[src/rtl/alu_seq_ctrl_if.sv]
// alu_seq_ctrl_if: request/result and ALU drive bundle for alu_seq_ctrl
// slave  : the sequencer (consumes Start/Mode/OpA/OpB and ALU sum, drives results and ALU controls)
// master : the surrounding decode unit plus shared ALU
interface alu_seq_ctrl_if;
    logic        Start;
    logic        Mode;
    logic [15:0] OpA;
    logic [15:0] OpB;
    logic        Busy;
    logic        Done;
    logic [15:0] ResultHi;
    logic [15:0] ResultLo;
    logic        DivByZero;
    logic [15:0] AluA;
    logic [15:0] AluB;
    logic        AluAInvert;
    logic        AluBNegate;
    logic [1:0]  AluOp;
    logic [15:0] AluResult;
    logic        AluCarryOut;

    modport slave (
        input  Start, Mode, OpA, OpB, AluResult, AluCarryOut,
        output Busy, Done, ResultHi, ResultLo, DivByZero,
               AluA, AluB, AluAInvert, AluBNegate, AluOp
    );

    modport master (
        output Start, Mode, OpA, OpB, AluResult, AluCarryOut,
        input  Busy, Done, ResultHi, ResultLo, DivByZero,
               AluA, AluB, AluAInvert, AluBNegate, AluOp
    );
endinterface

[src/rtl/alu_seq_ctrl.sv]
// alu_seq_ctrl: 16-cycle shift-add multiply / restoring divide sequencer driving a shared 16-bit ALU
// Ports: clk, rst_n (async active-low), bus (alu_seq_ctrl_if.slave):
//   Start/Mode/OpA/OpB request, Busy/Done/ResultHi/ResultLo/DivByZero status,
//   AluA/AluB/AluAInvert/AluBNegate/AluOp ALU drive, AluResult/AluCarryOut ALU return.
// Build option: define ALU_SEQ_DIV_EN to add unsigned divide (Mode=1); otherwise every request is MUL.
module alu_seq_ctrl (
    input logic clk,
    input logic rst_n,
    alu_seq_ctrl_if.slave bus
);
    typedef enum logic [1:0] {IDLE, RUN, DONE} state_t;
    state_t      state_q;
    logic [3:0]  cnt_q;
    logic [15:0] hi_q, lo_q, m_q;
    logic        busy_q, done_q;
    logic [15:0] hi_d, lo_d;
    logic        run;
    logic        div_req, dbz_req;
    assign run = state_q == RUN;
    assign bus.Busy = busy_q;
    assign bus.Done = done_q;
    assign bus.ResultHi = hi_q;
    assign bus.ResultLo = lo_q;
    assign bus.AluAInvert = 1'b0;
    assign bus.AluOp = 2'b10;
`ifdef ALU_SEQ_DIV_EN
    logic div_q, dbz_q, take;
    logic [15:0] rsh;
    assign div_req = bus.Mode;
    assign dbz_req = bus.Mode && bus.OpB == 16'd0;
    // partial remainder shifted left with the next dividend bit; R[15] set means it already exceeds D
    assign rsh = {hi_q[14:0], lo_q[15]};
    assign take = hi_q[15] | bus.AluCarryOut;
    assign bus.DivByZero = dbz_q;
    assign bus.AluBNegate = run & div_q;
    assign bus.AluA = !run ? 16'd0 : div_q ? rsh : hi_q;
    assign bus.AluB = !run ? 16'd0 : (div_q | lo_q[0]) ? m_q : 16'd0;
    always_comb begin
        hi_d = div_q ? (take ? bus.AluResult : rsh) : {bus.AluCarryOut, bus.AluResult[15:1]};
        lo_d = div_q ? {lo_q[14:0], take} : {bus.AluResult[0], lo_q[15:1]};
    end
`else
    logic unused_mode;
    assign unused_mode = bus.Mode;
    assign div_req = 1'b0;
    assign dbz_req = 1'b0;
    assign bus.DivByZero = 1'b0;
    assign bus.AluBNegate = 1'b0;
    assign bus.AluA = run ? hi_q : 16'd0;
    assign bus.AluB = (run & lo_q[0]) ? m_q : 16'd0;
    // carry becomes the new Acc MSB; the sum LSB shifts into Q as the multiplier shifts out
    always_comb begin
        hi_d = {bus.AluCarryOut, bus.AluResult[15:1]};
        lo_d = {bus.AluResult[0], lo_q[15:1]};
    end
`endif
    always_ff @(posedge clk or negedge rst_n) begin
        if (!rst_n) begin
            state_q <= IDLE;
            cnt_q   <= 4'd0;
            hi_q    <= 16'd0;
            lo_q    <= 16'd0;
            m_q     <= 16'd0;
            busy_q  <= 1'b0;
            done_q  <= 1'b0;
`ifdef ALU_SEQ_DIV_EN
            div_q   <= 1'b0;
            dbz_q   <= 1'b0;
`endif
        end else begin
            done_q <= 1'b0;
            case (state_q)
                IDLE: if (bus.Start) begin
                    cnt_q  <= 4'd0;
                    busy_q <= 1'b1;
`ifdef ALU_SEQ_DIV_EN
                    div_q  <= div_req;
                    dbz_q  <= dbz_req;
`endif
                    if (dbz_req) begin
                        state_q <= DONE;
                        done_q  <= 1'b1;
                        hi_q    <= bus.OpA;
                        lo_q    <= 16'hFFFF;
                    end else begin
                        state_q <= RUN;
                        hi_q    <= 16'd0;
                        lo_q    <= div_req ? bus.OpA : bus.OpB;
                        m_q     <= div_req ? bus.OpB : bus.OpA;
                    end
                end
                RUN: begin
                    hi_q  <= hi_d;
                    lo_q  <= lo_d;
                    cnt_q <= cnt_q + 4'd1;
                    if (cnt_q == 4'd15) begin
                        state_q <= DONE;
                        done_q  <= 1'b1;
                    end
                end
                DONE: begin
                    state_q <= IDLE;
                    busy_q  <= 1'b0;
                end
                default: state_q <= IDLE;
            endcase
        end
    end
endmodule
[src/flat_wrapper.sv]
// flat-port wrapper written by rule: the top's interface ports become plain ports
module alu_seq_ctrl_flat 
  (clk, rst_n, bus_Start, bus_Mode, bus_OpA, bus_OpB, bus_AluResult, bus_AluCarryOut, bus_Busy, bus_Done, bus_ResultHi, bus_ResultLo, bus_DivByZero, bus_AluA, bus_AluB, bus_AluAInvert, bus_AluBNegate, bus_AluOp);
  alu_seq_ctrl_if bus_i ();
  input logic clk;
  input logic rst_n;
  input wire logic [$bits(bus_i.Start)-1:0] bus_Start;
  input wire logic [$bits(bus_i.Mode)-1:0] bus_Mode;
  input wire logic [$bits(bus_i.OpA)-1:0] bus_OpA;
  input wire logic [$bits(bus_i.OpB)-1:0] bus_OpB;
  input wire logic [$bits(bus_i.AluResult)-1:0] bus_AluResult;
  input wire logic [$bits(bus_i.AluCarryOut)-1:0] bus_AluCarryOut;
  output wire logic [$bits(bus_i.Busy)-1:0] bus_Busy;
  output wire logic [$bits(bus_i.Done)-1:0] bus_Done;
  output wire logic [$bits(bus_i.ResultHi)-1:0] bus_ResultHi;
  output wire logic [$bits(bus_i.ResultLo)-1:0] bus_ResultLo;
  output wire logic [$bits(bus_i.DivByZero)-1:0] bus_DivByZero;
  output wire logic [$bits(bus_i.AluA)-1:0] bus_AluA;
  output wire logic [$bits(bus_i.AluB)-1:0] bus_AluB;
  output wire logic [$bits(bus_i.AluAInvert)-1:0] bus_AluAInvert;
  output wire logic [$bits(bus_i.AluBNegate)-1:0] bus_AluBNegate;
  output wire logic [$bits(bus_i.AluOp)-1:0] bus_AluOp;
  assign bus_i.Start = bus_Start;
  assign bus_i.Mode = bus_Mode;
  assign bus_i.OpA = bus_OpA;
  assign bus_i.OpB = bus_OpB;
  assign bus_i.AluResult = bus_AluResult;
  assign bus_i.AluCarryOut = bus_AluCarryOut;
  assign bus_Busy = bus_i.Busy;
  assign bus_Done = bus_i.Done;
  assign bus_ResultHi = bus_i.ResultHi;
  assign bus_ResultLo = bus_i.ResultLo;
  assign bus_DivByZero = bus_i.DivByZero;
  assign bus_AluA = bus_i.AluA;
  assign bus_AluB = bus_i.AluB;
  assign bus_AluAInvert = bus_i.AluAInvert;
  assign bus_AluBNegate = bus_i.AluBNegate;
  assign bus_AluOp = bus_i.AluOp;
  alu_seq_ctrl u_core (.clk(clk), .rst_n(rst_n), .bus(bus_i));
endmodule
[config.mk]
export PLATFORM = sky130hd
export DESIGN_NAME = alu_seq_ctrl_flat
export DESIGN_NICKNAME = d
export VERILOG_FILES = /design/src/rtl/alu_seq_ctrl_if.sv /design/src/rtl/alu_seq_ctrl.sv /design/src/flat_wrapper.sv
export SDC_FILE = /design/constraint.sdc
export NUM_CORES = 1
export LEC_CHECK = 0
export BUFFER_PORTS_ARGS = -buffer_cell sky130_fd_sc_hd__buf_2
export CAP_MARGIN = 30
export CELL_PAD_IN_SITES_DETAIL_PLACEMENT = 0
export CELL_PAD_IN_SITES_GLOBAL_PLACEMENT = 1
export CORE_ASPECT_RATIO = 1.5
export CORE_UTILIZATION = 37
export DETAILED_ROUTE_END_ITERATION = 16
export GPL_ROUTABILITY_DRIVEN = 0
export GPL_TIMING_DRIVEN = 0
export PLACE_DENSITY = 0.94
export SLEW_MARGIN = 20
export SYNTH_ARGS = -nofsm -noshare
export SYNTH_HDL_FRONTEND = slang
export SYNTH_SLANG_ARGS = --single-unit
[constraint.sdc]
create_clock -name clk -period 2.86 [get_ports clk]
set_input_delay 0.286 -clock clk [delete_from_list [all_inputs] [get_ports clk]]
set_output_delay 0.286 -clock clk [all_outputs]
set_load 0.05 [all_outputs]
# After elaboration in Yosys (flattened, before gate mapping)
# Cells that the tools add are included.
[word_totals]
regBits = 56
input_bits = 53
elab_cells = 36
[op_classes]
n_addsub = 1
n_eq_ne = 5
muxes = 15
bitwise = 1
n_reduce_logical = 7
[ops]
columns = ["operator", "count"]
rows = [
  ["16-bit two-way mux", 4],
  ["16-bit one-hot mux with 2 select lines", 2],
  ["4-bit one-hot mux with 2 select lines", 1],
  ["2-bit AND reduction", 4],
  ["4-bit by 1-bit adder with 4-bit output, second input constant", 1],
  ["4-bit equality test, second input constant", 1],
  ["2-bit two-way mux", 2],
  ["4-bit two-way mux", 1],
  ["2-bit inequality test, second input constant", 2],
  ["2-bit one-hot mux with 2 select lines", 1],
  ["2-bit nonzero test", 2],
  ["1-bit two-way mux", 3],
  ["2-bit by 1-bit equality test with 1-bit output, second input constant", 1],
  ["2-bit equality test, second input constant", 1],
  ["2-bit zero test", 1],
  ["1-bit one-hot mux with 2 select lines", 1],
  ["1-bit bitwise AND", 1],
]

# Longest topological paths before layout
# Gate-level depths: netlist of run 1.
[depth]
depth_word = 3
ltp_mapped = 6

# Worst setup path before layout of run 1
# Ideal clock, no wire load.
[synth_path]
path_kind = "flip-flop to output port"
from = "reg u_core.lo_q[0], in the netlist u_core.bus.ResultLo[0]"
to = "out bus_AluB[10]"
arrival_ns = 1.406
path_slack_ns = 1.168
stages_incl_launch_ff = 3
cell_sequence = "dfrtp_1 > clkbuf_1 > and3_1"
[synth_between]
elab_chain_cells = 2
[synth_rtl]
columns = ["item", "line_no", "source"]
rows = [
  ["from (decl)", "alu_seq_ctrl.sv:14", "logic [15:0] hi_q, lo_q, m_q;"],
  ["from (signal assigned)", "alu_seq_ctrl.sv:88", "lo_q <= div_req ? bus.OpA : bus.OpB;"],
  ["from (signal assigned)", "alu_seq_ctrl.sv:94", "lo_q <= lo_d;"],
  ["1-bit bitwise AND", "alu_seq_ctrl.sv:50", "assign bus.AluB = (run & lo_q[0]) ? m_q : 16'd0;"],
  ["16-bit two-way mux", "alu_seq_ctrl.sv:50", ""],
  ["to (decl)", "flat_wrapper.sv:19", "output wire logic [$bits(bus_i.AluB)-1:0] bus_AluB;"],
]
# Every way passes these cells.

# Final worst setup path of run 1
[layout_path]
from = "reg u_core.state_q[0]"
to = "out bus_AluB[7]"
[layout_between]
elab_chain_cells = 3
[layout_rtl]
columns = ["item", "line_no", "source"]
rows = [
  ["from (decl)", "alu_seq_ctrl.sv:12", "state_t state_q;"],
  ["from (signal assigned)", "alu_seq_ctrl.sv:59", "state_q <= IDLE;"],
  ["from (signal assigned)", "alu_seq_ctrl.sv:81", "state_q <= DONE;"],
  ["from (signal assigned)", "alu_seq_ctrl.sv:86", "state_q <= RUN;"],
  ["2-bit by 1-bit equality test with 1-bit output", "alu_seq_ctrl.sv:19", "assign run = state_q == RUN;"],
  ["1-bit bitwise AND", "alu_seq_ctrl.sv:50", ""],
  ["16-bit two-way mux", "alu_seq_ctrl.sv:50", ""],
]
# Every way passes these cells.

==> results.sh, run 1 <==
export IMPL_outcome="finished, final reports clean"
export IMPL_ys_warn_count=0
export IMPL_fmax_mhz=447
export IMPL_p_leak_nw=1.78
export IMPL_start_util=0.390
export IMPL_cts_resized=0
export IMPL_numCtsBuffers=5
export IMPL_worstSetupStartpointType="flop"
export IMPL_finalSetupViolCount=0
export IMPL_arrival_ns=1.95
export IMPL_finalSetupTns_ns=0
export IMPL_hold_class="in2async"
export IMPL_grt_pass1_wl_mm=10.3
export IMPL_place_ws_ns=0.927
export IMPL_drt_vias_per_instance=5.24
export IMPL_cts_max_level=2
export IMPL_drc=0
export IMPL_total_power_mw=4.50
export IMPL_crit_type="reg2out"
export IMPL_drv_cap=0
export IMPL_layout_common_cells="122 x buf_2, 56 x dfrtp_1"
export IMPL_cp_max_fo=10
export IMPL_dieArea_um2=7330
export IMPL_finalWirelength_mm=6.37
export IMPL_postCtsSetupBuffers=0
export IMPL_first_global_vias=2130
export IMPL_final_area_um2=3390
export IMPL_r2r_cells=4
export IMPL_postCtsHoldBufs=0
export IMPL_place_inst=424
export IMPL_synth_area_um2=2580
export IMPL_port_buffer_count=117
export IMPL_overflow=0
export IMPL_via_count=2263
export IMPL_diodes=0
export IMPL_ctsLongestPathBuffers=2
export IMPL_cts_num_sinks=56
export IMPL_grt_max_degree=57
export IMPL_avgSynthCellArea_um2=11.3
export IMPL_clock_tree_root_cell="clkbuf_8"
export IMPL_drive_gt1_frac=0.438
export IMPL_cts_tree="built"
export IMPL_finalNonFillerCells=432
export IMPL_grt_use_total=0.175
export IMPL_synth_seq_cells=56
export IMPL_ir_drop_mv=0.632
export IMPL_hold_ws_ns=0.00734
export IMPL_max_slew_margin=0.535
export IMPL_ios=124
export IMPL_dr_pass1_iters=4
export IMPL_synth_seq_area_share=0.542
export IMPL_die_w_um=70.2
export IMPL_clkLatencyLatePin_ns=0.31
export IMPL_final_core_utilization=0.512
export IMPL_layout_commonest_cell="buf_2"
export IMPL_timing_final_ws_setup_ns=0.621
export IMPL_hold_violations=0
export IMPL_ant_nets=0
export IMPL_coreArea_um2=6620
export IMPL_die_h_um=104
export IMPL_path_clk_slew_ns=0.10
export IMPL_rows=36
export IMPL_max_slew_worst_pin_slew_ns=0.698
export IMPL_synth_cells=228
export IMPL_powerDensity_nw_per_um2=1330
export IMPL_ys_types=28
export IMPL_rsz0062_at_grt="false"
export IMPL_post_dp_cell_area_um2=3280
export IMPL_cp_data_required_time_ns=2.57
export IMPL_dp_hpwl_mm=4.69
export IMPL_finalCritPeriodShare=0.783
export IMPL_min_period_ns=2.24
export IMPL_crit_path_end_kind="output port"
export IMPL_final_max_slew_viol_count=0
export IMPL_syn2layout_area_growth_pct=31.2
export IMPL_dr_first_iter_drc_count=148
export IMPL_antenna_found_initial=0
export IMPL_clock_skew_ns=0.00892
export IMPL_nets=409
export IMPL_wl_per_cell_um=14.7
==> Yosys cell counts, drive strengths merged <==
master	n	area, µm²
a21oi	17	85.1
nand2b	1	6.26
nor3	2	10.0
nand3	1	5.00
and2	17	106
a31oi	1	6.26
o21bai	1	7.51
nor2b	9	56.3
o21ai	16	80.1
clkbuf	8	30.0
and2b	7	52.6
nand4	1	6.26
a22oi	14	105
dfrtp	56	1400
conb	2	7.51
buf	14	90.1
nand2	3	11.3
mux2	17	191
ha	1	12.5
a22o	17	149
and3	16	100
inv	2	7.51
mux2i	3	30.0
nor3b	1	18.8
a21o	1	7.51
==> where the power goes <==
| part | internal, mW | switching (mW) | total (mW) |
|---|---|---|---|
| registers | 1.13 | 0.245 | 1.37 |
| clock network | 0.260 | 0.260 | 0.520 |
| logic | 0.719 | 1.89 | 2.60 |
| total | 2.11 | 2.39 | 4.50 |
==> critical path, cell delays in order, from the launching register on <==
cell and delay [ns]:
dfrtp_1 0.33, buf_2 0.20, and2b_1 0.27, clkbuf_1 0.35
and3_1 0.22, buf_2 0.26
==> per-layer routing <==
| metal | track usage | up-vias | part of all wire |
|---|---|---|---|
| met3 | 0.0252 | 9 | 0.039 |
| met5 | 0 | - | 0 |
| met2 | 0.313 | 75 | 0.55 |
| met4 | 0.0614 | 0 | 0.017 |
| li1 | - | 1055 | - |
| met1 | 0.209 | 1124 | 0.40 |
==> flip-flops by register name, summed over array words and instances (netlist names) <==
name,cells
u_core.bus.ResultLo,16
u_core.m_q,16
u_core.bus.Done,1
u_core.state_q,2
u_core.cnt_q,4
u_core.bus.Busy,1
u_core.bus.ResultHi,16
==> final timing paths <==
path | to | from | slack, ns
max | bus_AluB[7] | u_core.state_q[0] | 0.62
min | u_core.m_q[15] | rst_n | 0.007
max reg2reg | u_core.m_q[9] | u_core.state_q[0] | 1.17
min reg2reg | u_core.cnt_q[3] | u_core.cnt_q[3] | 0.49
max in group asynchronous | u_core.bus.ResultLo[13] | rst_n | 2.38
min in group clk | u_core.bus.ResultHi[3] | bus_AluResult[4] | 0.19
==> cells by family after synthesis <==
family | share of synthesized area
AO/OA/AOI/OAI | 0.170
AND/OR/NAND/NOR | 0.144
flip-flops | 0.542
adder cells (fa/ha/maj) | 0.00484
other | 0.00291
multiplexers | 0.0857
buffers and inverters | 0.0494
==> layout make-up <==
cell class | count | area (µm²)
buffer | 22 | 120
inverter | 2 | 7.51
tap | 76 | 95.1
multi-input combinational | 151 | 1070
sequential | 56 | 1400
clock inverter | 3 | 42.5
clock buffer | 5 | 68.8
fill | 647 | 3230
timing repair buffer | 117 | 588
Note: power is estimated with default switching activity, not from simulation.
==> run 2, diff against run 1 <==
--- a/config.mk
+++ b/config.mk
@@ -10,11 +10,11 @@
 export CELL_PAD_IN_SITES_DETAIL_PLACEMENT = 0
 export CELL_PAD_IN_SITES_GLOBAL_PLACEMENT = 1
 export CORE_ASPECT_RATIO = 1.5
-export CORE_UTILIZATION = 37
+export CORE_UTILIZATION = 34
 export DETAILED_ROUTE_END_ITERATION = 16
 export GPL_ROUTABILITY_DRIVEN = 0
 export GPL_TIMING_DRIVEN = 0
-export PLACE_DENSITY = 0.94
+export PLACE_DENSITY = 0.88
 export SLEW_MARGIN = 20
 export SYNTH_ARGS = -nofsm -noshare
 export SYNTH_HDL_FRONTEND = slang
==> constraint.sdc (replaced) <==
create_clock -name clk -period 2.2 [get_ports clk]
set_input_delay 0.22 -clock clk [delete_from_list [all_inputs] [get_ports clk]]
set_output_delay 0.22 -clock clk [all_outputs]
set_load 0.05 [all_outputs]
==> results.sh, run 2 (synthesized netlist as in run 1, its figures left out) <==
export IMPL_ant_nets=0
export IMPL_crit_type="reg2out"
export IMPL_drt_vias_per_instance=4.90
export IMPL_cts_num_sinks=56
export IMPL_finalSetupViolCount=0
export IMPL_finalWirelength_mm=6.44
export IMPL_layout_commonest_cell="buf_2"
export IMPL_fmax_mhz=488
export IMPL_finalSetupTns_ns=0
export IMPL_postCtsSetupBuffers=0
export IMPL_grt_pass1_wl_mm=10.3
export IMPL_overflow=0
export IMPL_dieArea_um2=7960
export IMPL_syn2layout_area_growth_pct=32.3
export IMPL_drv_cap=0
export IMPL_nets=410
export IMPL_r2r_cells=4
export IMPL_dr_pass1_iters=4
export IMPL_clock_skew_ns=0.00633
export IMPL_finalCritPeriodShare=0.931
export IMPL_hold_violations=0
export IMPL_start_util=0.355
export IMPL_cp_max_fo=10
export IMPL_wl_per_cell_um=14.1
export IMPL_layout_common_cells="122 x buf_2, 56 x dfrtp_1"
export IMPL_hold_path_depth=2
export IMPL_first_global_vias=2127
export IMPL_grt_max_degree=57
export IMPL_max_slew_margin=0.519
export IMPL_clock_tree_root_cell="clkbuf_8"
export IMPL_clkLatencyLatePin_ns=0.30
export IMPL_min_period_ns=2.05
export IMPL_max_slew_worst_pin_slew_ns=0.721
export IMPL_outcome="finished, final reports clean"
export IMPL_p_leak_nw=1.79
export IMPL_path_clk_slew_ns=0.09
export IMPL_grt_use_total=0.167
export IMPL_antenna_found_initial=0
export IMPL_crit_path_end_kind="output port"
export IMPL_cts_tree="built"
export IMPL_ctsLongestPathBuffers=2
export IMPL_arrival_ns=1.83
export IMPL_final_max_slew_viol_count=0
export IMPL_dp_hpwl_mm=4.73
export IMPL_final_core_utilization=0.470
export IMPL_coreArea_um2=7270
export IMPL_ios=124
export IMPL_port_buffer_count=117
export IMPL_diodes=0
export IMPL_via_count=2233
export IMPL_drive_gt1_frac=0.447
export IMPL_powerDensity_nw_per_um2=1690
export IMPL_hold_ws_ns=0.131
export IMPL_rsz0062_at_grt="false"
export IMPL_worstSetupStartpointType="flop"
export IMPL_drc=0
export IMPL_die_w_um=73.2
export IMPL_numCtsBuffers=5
export IMPL_die_h_um=109
export IMPL_cts_max_level=2
export IMPL_dr_first_iter_drc_count=128
export IMPL_ir_drop_mv=0.798
export IMPL_rows=38
export IMPL_hold_class="in2reg"
export IMPL_cp_data_required_time_ns=1.98
-- run 2: cell count changes in the layout (fill, tap and decap cells not counted), sizes merged --
cell         before  now
clkinvlp          1    0
dlygate4sd3       0    1
bufinv            1    0
clkinv            1    0
clkbuf           13   15
-- run 2: area by class of cell --
| type | count | area, µm² |
|---|---|---|
| clock buffers | 7 | 96.3 |
| inverters | 2 | 7.51 |
| well taps | 100 | 125 |
| repair buffers | 118 | 598 |
| flip-flops and latches | 56 | 1400 |
| multi-input cells | 151 | 1070 |
| plain buffers | 22 | 125 |
| fillers | 711 | 3850 |
-- run 2: per-stage QoR --
stage	std cells	setup slack, ns	total power [mW]	area, µm²
after floorplan	231	0.574	4.38	2590
after global placement	448	0.348	5.15	3310
after detailed placement	448	0.340	5.21	3310
after CTS	456	0.00981	5.82	3420
after global routing	456	0.0157	6.11	3420
final	456	0.151	5.77	3420
-- run 2: path summary, 6_finish.rpt --
check / startpoint / to / slack (ns)
max in group asynchronous: rst_n / u_core.bus.ResultLo[12] / 1.18
min in group asynchronous: rst_n / u_core.m_q[11] / 0.51
min: bus_AluResult[8] / u_core.bus.ResultHi[7] / 0.13
min reg2reg: u_core.cnt_q[3] / u_core.cnt_q[3] / 0.48
max: u_core.state_q[0] / bus_AluB[2] / 0.15
max reg2reg: u_core.state_q[0] / u_core.m_q[9] / 0.51
-- run 2: repair_timing --
action,in CTS,in global routing
resized for setup,1,6
pin swaps,0,0
setup endpoints to repair,1,24
endpoints found under the hold margin,45,0
hold buffers,1,0
cloned,0,0
-- run 2: layer usage --
layer	up-vias	wire length [µm]	GRT usage
met3	14	285	0.0231
met1	1085	2560	0.201
met2	77	3440	0.297
met5	-	0	0
li1	1057	-	-
met4	0	155	0.0644
-- run 2: power by group --
group          internal, mW  switching [mW]  total, mW
Sequential             1.47           0.316       1.78
Clock                 0.281           0.321      0.602
Combinational         0.943            2.45       3.39
-- run 2: worst max-delay path, stage by stage (launching register included) --
cell      delay, ns
dfrtp_1        0.33
buf_2          0.20
and2b_1        0.28
clkbuf_2       0.26
and3_1         0.20
buf_2          0.26
==> run 3, diff against run 2 <==
==> constraint.sdc (replaced) <==
create_clock -name clk -period 2.3 [get_ports clk]
set_input_delay 0.23 -clock clk [delete_from_list [all_inputs] [get_ports clk]]
set_output_delay 0.23 -clock clk [all_outputs]
set_load 0.05 [all_outputs]
==> results.sh, run 3 (synthesized netlist as in run 1, its figures left out) <==
export IMPL_finalCritPeriodShare=0.896
export IMPL_p_leak_nw=1.79
export IMPL_max_slew_margin=0.522
export IMPL_hold_class="in2async"
export IMPL_wl_per_cell_um=14.1
export IMPL_postCtsHoldBufs=0
export IMPL_crit_type="reg2out"
export IMPL_post_dp_cell_area_um2=3310
export IMPL_antenna_found_initial=0
export IMPL_via_count=2231
export IMPL_path_clk_slew_ns=0.09
export IMPL_dr_first_iter_drc_count=127
export IMPL_rsz0062_at_grt="false"
export IMPL_violations="negative hold slack"
export IMPL_finalSetupTns_ns=0
export IMPL_final_max_slew_viol_count=0
export IMPL_final_core_utilization=0.469
export IMPL_arrival_ns=1.83
export IMPL_powerDensity_nw_per_um2=1620
export IMPL_first_global_vias=2125
export IMPL_die_h_um=109
export IMPL_hold_ws_ns=-0.0467
export IMPL_ant_nets=0
export IMPL_grt_max_degree=57
export IMPL_outcome="complete, but fails checks"
export IMPL_cts_num_sinks=56
export IMPL_overflow=0
export IMPL_ctsLongestPathBuffers=2
export IMPL_start_util=0.355
export IMPL_coreArea_um2=7270
export IMPL_dieArea_um2=7960
export IMPL_cp_max_fo=10
export IMPL_cp_data_required_time_ns=2.07
export IMPL_die_w_um=73.2
export IMPL_hold_violations=45
export IMPL_grt_use_total=0.166
export IMPL_clkLatencyLatePin_ns=0.30
export IMPL_drv_cap=0
export IMPL_layout_common_cells="122 x buf_2, 56 x dfrtp_1"
export IMPL_syn2layout_area_growth_pct=32.0
export IMPL_diodes=0
export IMPL_nets=409
export IMPL_drc=0
export IMPL_rows=38
export IMPL_drive_gt1_frac=0.448
export IMPL_final_area_um2=3410
export IMPL_layout_commonest_cell="buf_2"
export IMPL_clock_skew_ns=0.00642
export IMPL_fmax_mhz=485
export IMPL_finalWirelength_mm=6.40
export IMPL_dp_hpwl_mm=4.73
export IMPL_finalSetupViolCount=0
export IMPL_grt_pass1_wl_mm=10.2
export IMPL_worstSetupStartpointType="flop"
export IMPL_cts_max_level=2
export IMPL_max_slew_worst_pin_slew_ns=0.717
export IMPL_dr_pass1_iters=4
export IMPL_ir_drop_mv=0.764
export IMPL_clock_tree_root_cell="clkbuf_8"
export IMPL_drt_vias_per_instance=4.90
export IMPL_min_period_ns=2.06
export IMPL_numCtsBuffers=5
export IMPL_ios=124
export IMPL_port_buffer_count=117
export IMPL_crit_path_end_kind="output port"
export IMPL_cts_tree="built"
-- run 3: cell count changes in the layout (fill, tap and decap cells not counted) --
cell	delta
dlygate4sd3_1	-1
-- run 3: per-stage QoR --
step / instances / setup slack, ns / power [mW]
final: 455 / 0.239 / 5.52
after floorplan: 231 / 0.664 / 4.19
after detailed placement: 448 / 0.430 / 4.99
after global routing: 455 / 0.106 / 5.84
after CTS: 455 / 0.0858 / 5.56
after global placement: 448 / 0.438 / 4.93
-- run 3: where the power goes --
group          internal [mW]  total, mW  switching, mW  leakage [nW]
Sequential              1.40       1.71          0.303         0.679
Clock                  0.269      0.575          0.306        0.0503
Combinational          0.901       3.24           2.34          1.06
-- run 3: area by class of cell --
class,count,area [µm²]
buffer,22,125
clock buffer,7,96.3
fill,712,3860
inverter,2,7.51
multi-input combinational,151,1070
sequential,56,1400
tap,100,125
timing repair buffer,117,588
-- run 3: final timing paths --
path	slack, ns	startpoint	cells after the start	to
worst max-delay path	0.24	u_core.state_q[0]	5	bus_AluB[2]
worst min-delay path	-0.05	rst_n	1	u_core.m_q[11]
max in group asynchronous	1.85	rst_n	1	u_core.bus.ResultLo[12]
min in group clk	0.14	bus_AluResult[8]	2	u_core.bus.ResultHi[7]
worst min register to register	0.48	u_core.cnt_q[3]	1	u_core.cnt_q[3]
worst max register to register	0.61	u_core.state_q[0]	4	u_core.m_q[9]
-- run 3: layer usage --
layer / global-route usage / wire [µm]
met5: 0 / 0
met4: 0.0658 / 157
met3: 0.0231 / 286
met2: 0.294 / 3410
met1: 0.201 / 2540
-- run 3: critical path, cell delays in order, from the launching register on --
cell,delay (ns)
dfrtp_1,0.33
buf_2,0.20
and2b_1,0.28
clkbuf_2,0.26
and3_1,0.20
buf_2,0.26
-- run 3: what timing repair did --
action / 4_1_cts / 5_1_grt
setup endpoints to repair: 0 / 31
gates resized for setup: 0 / 8
buffers inserted: 0 / 0
